==> src/rtl/nibble_serial_adder_ctrl.sv <==
// Sequencer for an external 4-bit adder: takes a wide operand pair, feeds it nibble by nibble
// (LSB first) with carry chaining, and returns sum, carry-out and signed overflow.
module nibble_serial_adder_ctrl #(
    parameter int unsigned NIBBLES = 4
) (
    input  logic                   clk,
    input  logic                   rst_n,
    input  logic                   in_valid,
    output logic                   in_ready,
    input  logic [4*NIBBLES-1:0]   a,
    input  logic [4*NIBBLES-1:0]   b,
    input  logic                   cin,
    output logic [3:0]             add_x,
    output logic [3:0]             add_y,
    output logic                   add_cin,
    input  logic [3:0]             add_s,
    input  logic                   add_cout,
    output logic                   out_valid,
    input  logic                   out_ready,
    output logic [4*NIBBLES-1:0]   sum,
    output logic                   cout,
    output logic                   overflow
);

    localparam int unsigned W  = 4 * NIBBLES;
    localparam int unsigned CW = (NIBBLES > 1) ? $clog2(NIBBLES) : 1;
    localparam logic [CW-1:0] LastCnt = CW'(NIBBLES - 1);

    typedef enum logic [1:0] {StIdle, StRun, StDone} state_e;

    state_e          state;
    logic [W-1:0]    a_sh;
    logic [W-1:0]    b_sh;
    logic [W-1:0]    sum_sh;
    logic [W-1:0]    sum_next;
    logic            carry;
    logic [CW-1:0]   cnt;
    logic            a_msb;
    logic            b_msb;

    // New sum nibble enters at the top so the LSB nibble ends up at bit 0 after NIBBLES shifts.
    assign sum_next = (sum_sh >> 4) | (W'(add_s) << (W - 4));

    assign add_x   = (state == StRun) ? a_sh[3:0] : 4'h0;
    assign add_y   = (state == StRun) ? b_sh[3:0] : 4'h0;
    assign add_cin = (state == StRun) ? carry : 1'b0;
    assign sum     = sum_sh;

    always_ff @(posedge clk) begin
        if (!rst_n) begin
            state     <= StIdle;
            in_ready  <= 1'b0;
            out_valid <= 1'b0;
            a_sh      <= '0;
            b_sh      <= '0;
            sum_sh    <= '0;
            carry     <= 1'b0;
            cnt       <= '0;
            a_msb     <= 1'b0;
            b_msb     <= 1'b0;
            cout      <= 1'b0;
            overflow  <= 1'b0;
        end else begin
            unique case (state)
                StIdle: begin
                    in_ready <= 1'b1;
                    if (in_valid && in_ready) begin
                        a_sh     <= a;
                        b_sh     <= b;
                        carry    <= cin;
                        a_msb    <= a[W-1];
                        b_msb    <= b[W-1];
                        cnt      <= '0;
                        in_ready <= 1'b0;
                        state    <= StRun;
                    end
                end
                StRun: begin
                    sum_sh <= sum_next;
                    a_sh   <= a_sh >> 4;
                    b_sh   <= b_sh >> 4;
                    carry  <= add_cout;
                    cnt    <= cnt + 1'b1;
                    if (cnt == LastCnt) begin
                        cout      <= add_cout;
                        overflow  <= (a_msb == b_msb) && (add_s[3] != a_msb);
                        out_valid <= 1'b1;
                        state     <= StDone;
                    end
                end
                StDone: begin
                    if (out_ready) begin
                        out_valid <= 1'b0;
                        in_ready  <= 1'b1;
                        state     <= StIdle;
                    end
                end
                default: state <= StIdle;
            endcase
        end
    end

endmodule

==> config.mk <==
export PLATFORM = sky130hd
export DESIGN_NAME = nibble_serial_adder_ctrl
export DESIGN_NICKNAME = d
export VERILOG_FILES = /design/src/rtl/nibble_serial_adder_ctrl.sv
export SDC_FILE = /design/constraint.sdc
export NUM_CORES = 1
export LEC_CHECK = 0
export ABC_AREA = 1
export CAP_MARGIN = 15
export CORE_UTILIZATION = 45
export DETAILED_ROUTE_END_ITERATION = 16
export HOLD_SLACK_MARGIN = 0.08
export PLACE_DENSITY_LB_ADDON = 0.25
export SYNTH_ARGS = -nofsm -noshare
export SYNTH_HDL_FRONTEND = slang
export SYNTH_SLANG_ARGS = --single-unit
==> constraint.sdc <==
create_clock -name clk -period 1.6 [get_ports clk]
set_input_delay 0.16 -clock clk [delete_from_list [all_inputs] [get_ports clk]]
set_output_delay 0.16 -clock clk [all_outputs]
set_load 0.1 [all_outputs]
==> results.sh, run 1 <==
export IMPL_status="completed"
export IMPL_synth_seq_cells=59
export IMPL_min_period_over_period=0.953
export IMPL_drtAntennaViolNets=0
export IMPL_io_pins=71
export IMPL_antenna_found_initial=0
export IMPL_die_w_um=79.4
export IMPL_p_leak_nw=1.85
export IMPL_holdBufCountCts=0
export IMPL_avgSynthCellArea_um2=6.50
export IMPL_setup_viol=0
export IMPL_via_count=2782
export IMPL_startpoint_type="flop"
export IMPL_power_density_nw_per_um2=1070
export IMPL_dp_hpwl_um=4370
export IMPL_final_max_slew_viol_count=0
export IMPL_netlist_area_um2=2700
export IMPL_cts_tree="done"
export IMPL_slew_headroom=0.750
export IMPL_insertion_delay_ns=0.34
export IMPL_rsz0062_at_grt="false"
export IMPL_synth_cell_types=19
export IMPL_synth_seq_area_share=0.438
export IMPL_coreArea_um2=5640
export IMPL_worst_r2r_path_depth=7
export IMPL_synthTopCellsByArea="dfxtp_1 (44%), nand2_1 (14%), nor2_1 (14%), nand3_1 (11%), inv_1 (4.5%)"
export IMPL_fin_nets=525
export IMPL_required_ns=1.44
export IMPL_grt_max_degree=50
export IMPL_cp_max_fo=35
export IMPL_yosysWarnings=0
export IMPL_ctsLongestPathBuffers=2
export IMPL_dr_first_iter_drc_count=166
export IMPL_die_height_um=79.4
export IMPL_syn_inst=415
export IMPL_viasPerCell=4.98
export IMPL_critical_path_class="reg2out"
export IMPL_dr_pass1_iters=5
export IMPL_drc_errors=0
export IMPL_grt_first_pass_wirelength_um=11400
export IMPL_synth_area_leader_cell="dfxtp_1"
export IMPL_num_antenna_cells=0
export IMPL_ys_flop_type="dfxtp_1"
export IMPL_wirelength_um=6780
export IMPL_area_growth_pct=50.9
export IMPL_yosys_area_top_type_share=0.438
export IMPL_cts_inserted_buffers=9
export IMPL_drive_gt1_frac=0.154
export IMPL_synth_fp_nets=458
export IMPL_skew_ns=0.00987
export IMPL_crit_arrival_ns=1.36
export IMPL_final_util=0.721
export IMPL_synthArstFlopShare=0
export IMPL_hold_class="in2reg"
export IMPL_clkSlewWorstSetupHoldPaths_ns=0.07
export IMPL_place_gp_congestion=0.832
export IMPL_grt_total_usage=0.236
export IMPL_max_freq_mhz=656
export IMPL_synth_edf_count=0
export IMPL_clock_sinks=59
export IMPL_fp_dieArea_um2=6310
export IMPL_overflow=0
export IMPL_min_delay_path_depth=3
export IMPL_cts_root_buf="clkbuf_8"
export IMPL_vdd_drop_max_uv=520
export IMPL_port_buffers=70
export IMPL_cts_htree_levels=3
export IMPL_maxCapViolCount=0
export IMPL_wl_per_cell_um=12.1
export IMPL_grt_pass1_vias=2526
export IMPL_row_count=27
export IMPL_worstMarginPinSlew_ns=0.375
export IMPL_cp_end_kind="primary output"
export IMPL_period_needed_ns=1.52
export IMPL_power_mw=4.36
export IMPL_start_util=0.478
export IMPL_hold_viol=0
export IMPL_synth_common_cells="nand2_1 (97), nor2_1 (97), nand3_1 (60), dfxtp_1 (59), inv_1 (32)"
-- power by group --
part	total [mW]	switching, mW	internal [mW]	leakage [nW]
Sequential	1.68	0.0835	1.60	0.485
Clock	1.55	0.590	0.960	0.113
Combinational	1.13	0.684	0.449	1.25
Total	4.36	1.36	3.01	1.85
-- critical path, stage by stage, from the launching register on --
cell and delay, ns:
dfxtp_2 0.38, nand2_2 0.10, buf_12 0.18, nor2_2 0.15, buf_12 0.19
-- flip-flops by register name, summed over array words and instances, names as in the netlist --
signal,flops
state,2
b_msb,1
cnt,2
out_valid,1
sum,16
overflow,1
a_sh,16
b_sh,16
cout,1
a_msb,1
in_ready,1
carry,1
-- cell type report --
cell class,instances,area [um2]
timing repair buffer,83,1150
inverter,34,130
fill,424,1570
clock inverter,4,72.6
multi-input combinational,295,1280
tap,72,90.1
sequential,59,1180
clock buffer,12,155
-- repair_timing --
item,in CTS,in global routing
buffers inserted,1,0
gates cloned,1,0
gates resized for setup,3,2
endpoints found under the hold margin,0,0
setup endpoints to repair,9,3
-- stage by stage --
stage          instances  TNS, ns  cell area [um2]  hold slack (ns)  setup WS, ns
2_1_floorplan        415    -1.77             2720            0.289        -0.196
3_3_place_gp         541        0             3780            0.447         0.219
3_5_place_dp         541        0             3780            0.470         0.180
4_1_cts              559        0             4060            0.358        0.0452
5_1_grt              559        0             4070            0.390       0.00933
6_report             559        0             4070            0.371        0.0751
-- per-layer routing --
metal	vias to the layer above	share of wire	GRT usage
li1	1425	-	-
met1	1243	0.43	0.276
met2	100	0.50	0.412
met3	14	0.055	0.0411
met4	0	0.021	0.118
met5	-	0	0
-- final timing paths --
path	start	slack [ns]	endpoint
max reg2reg	state[1]$_SDFFE_PN0P_	0.26	sum[6]$_SDFFE_PN0N_
max	state[0]$_SDFFE_PN0P_	0.08	add_y[2]
min	a[12]	0.37	a_sh[12]$_SDFFE_PN0P_
min reg2reg	b_sh[14]$_SDFFE_PN0P_	0.48	b_sh[14]$_SDFFE_PN0P_
-- cells by family (layout without fill, tap and decap cells) --
group	count (synthesis)	in the layout	synth area share
and+or+nand+nor	258	258	0.391
buffers and inverters	61	133	0.0979
DFF	59	59	0.438
AOI/OAI and AO/OA	36	36	0.0687
adders and majority gates	1	1	0.00464
-- placed cells by master, fill, tap and decap left out, types with 2 or more instances in the layout --
master,Yosys,layout
a21oi_1,12,12
buf_4,2,9
bufinv_16,0,2
dfxtp_1,59,56
nand2_2,2,2
nor2_2,2,9
nor2_4,0,2
nand2_1,97,97
dfxtp_2,0,3
o21ai_0,18,18
o21ai_1,4,4
clkdlybuf4s50_1,0,41
buf_12,0,32
inv_1,32,32
clkbuf_8,0,11
nor2_1,97,88
nand3_1,60,60
Note: power is estimated with default switching activity, not from simulation.
==> run 2, diff against run 1 <==
Settings changed: CORE_UTILIZATION 45 to 48.
==> results.sh, run 2 (synthesized netlist as in run 1, its figures left out) <==
export IMPL_placed_area_um2=3770
export IMPL_max_freq_mhz=643
export IMPL_drc_errors=0
export IMPL_start_util=0.512
export IMPL_skew_ns=0.00461
export IMPL_drtAntennaViolNets=0
export IMPL_dr_first_iter_drc_count=271
export IMPL_multi_input_area_um2=1270
export IMPL_dr_pass1_iters=4
export IMPL_dp_hpwl_um=4520
export IMPL_port_buffers=70
export IMPL_hold_class="in2reg"
export IMPL_cts_root_buf="clkbuf_8"
export IMPL_power_mw=4.51
export IMPL_post_route_cell_area_um2=4030
export IMPL_hold_viol=0
export IMPL_final_common_cell="nand2_1"
export IMPL_status="completed"
export IMPL_required_ns=1.44
export IMPL_drive_gt1_frac=0.154
export IMPL_grt_first_pass_wirelength_um=12400
export IMPL_critical_path_class="reg2out"
export IMPL_hold_end="a_sh[12]$_SDFFE_PN0P_"
export IMPL_via_count=2805
export IMPL_clock_sinks=59
export IMPL_clkSlewWorstSetupHoldPaths_ns=0.07
export IMPL_coreArea_um2=5270
export IMPL_power_density_nw_per_um2=1120
export IMPL_overflow=0
export IMPL_cts_tree="done"
export IMPL_fillers=388
export IMPL_num_antenna_cells=0
export IMPL_cts_inserted_buffers=9
export IMPL_cp_max_fo=31
export IMPL_fin_nets=524
export IMPL_slew_headroom=0.595
export IMPL_ctsLongestPathBuffers=2
export IMPL_die_height_um=77.0
export IMPL_setup_viol=0
export IMPL_vdd_drop_max_uv=717
export IMPL_wl_per_cell_um=12.7
export IMPL_cp_end_kind="primary output"
export IMPL_die_w_um=77.0
export IMPL_final_util=0.765
export IMPL_viasPerCell=5.04
export IMPL_maxCapViolCount=0
export IMPL_worstMarginPinSlew_ns=0.606
export IMPL_regToRegStartpoint="state[1]$_SDFFE_PN0P_"
export IMPL_grt_pass1_vias=2792
export IMPL_antenna_found_initial=0
export IMPL_final_max_slew_viol_count=0
export IMPL_p_leak_nw=1.82
export IMPL_min_delay_path_depth=3
export IMPL_io_pins=71
export IMPL_period_needed_ns=1.56
export IMPL_final_cell_mix="nand2_1 (97), nor2_1 (88), nand3_1 (60)"
export IMPL_cts_htree_levels=3
export IMPL_crit_arrival_ns=1.40
export IMPL_min_from="a[12]"
export IMPL_startpoint_type="flop"
export IMPL_grt_total_usage=0.261
export IMPL_row_count=26
export IMPL_grt_max_degree=54
export IMPL_wirelength_um=7080
export IMPL_min_period_over_period=0.973
export IMPL_worst_r2r_path_depth=6
export IMPL_r2r_slack_ns=0.13
export IMPL_insertion_delay_ns=0.34
export IMPL_timing_rr_end="overflow$_SDFFE_PN0P_"
export IMPL_regArea_um2=1180
export IMPL_place_gp_congestion=0.813
export IMPL_instances_no_fill=556
export IMPL_fp_dieArea_um2=5920
export IMPL_area_growth_pct=49.6
export IMPL_place_inst=539
export IMPL_rsz0062_at_grt="false"
-- run 2: cell count changes in the layout (fill, tap and decap cells not counted), sizes merged --
| cell | before | now |
|---|---|---|
| bufbuf | 1 | 0 |
| clkinvlp | 1 | 3 |
| clkinv | 1 | 0 |
| clkbuf | 12 | 10 |
| bufinv | 2 | 3 |
-- run 2: worst max-delay path, cell delays in order, from the launching register on --
cell	delay, ns
dfxtp_2	0.34
inv_2	0.07
nand2_2	0.08
buf_6	0.19
nor2_2	0.17
buf_12	0.20
-- run 2: layer usage --
layer,vias up,track usage,routed length [um],part of all wire
li1,1424,-,-,-
met1,1246,0.302,2870,0.40
met2,112,0.452,3580,0.51
met3,23,0.0405,390,0.055
met4,0,0.152,236,0.033
met5,-,0,0,0
-- run 2: what timing repair did --
item | CTS | global route
hold buffers | 0 | 0
setup endpoints to repair | 9 | 11
resized for setup | 1 | 2
setup buffers | 1 | 0
-- run 2: per-stage QoR --
step                      TNS (ns)  hold slack, ns  worst slack, ns
after floorplan              -1.77           0.289           -0.196
after global placement           0           0.454           0.0950
after detailed placement         0           0.474           0.0611
after CTS                        0           0.380           0.0145
after global routing             0           0.396           0.0138
final                            0           0.381           0.0439
-- run 2: worst max path at each step --
| stage | from | to | slack [ns] |
|---|---|---|---|
| after global routing | state[1]$_SDFFE_PN0P_ | add_x[0] | 0.01 |
| after CTS | state[0]$_SDFFE_PN0P_ | add_cin | 0.01 |
| after floorplan | state[1]$_SDFFE_PN0P_ | add_cin | -0.20 |
| after global placement | state[1]$_SDFFE_PN0P_ | overflow$_SDFFE_PN0P_ | 0.09 |
| after detailed placement | state[1]$_SDFFE_PN0P_ | cout$_SDFFE_PN0P_ | 0.06 |
| final | state[1]$_SDFFE_PN0P_ | add_cin | 0.04 |
-- run 2: where the power goes --
part           total, mW  internal (mW)  switching [mW]
clock network       1.71           1.08           0.631
logic               1.11          0.430           0.684
registers           1.68           1.60          0.0879
total               4.51           3.10            1.40
-- run 2: area by class of cell --
type,count,share of cell area
Multi-Input combinational cell,295,0.316
Inverter,34,0.0316
Clock buffer,10,0.0341
Tap cell,70,0.0217
Clock inverter,6,0.0279
Sequential cell,59,0.294
Timing Repair Buffer,82,0.275
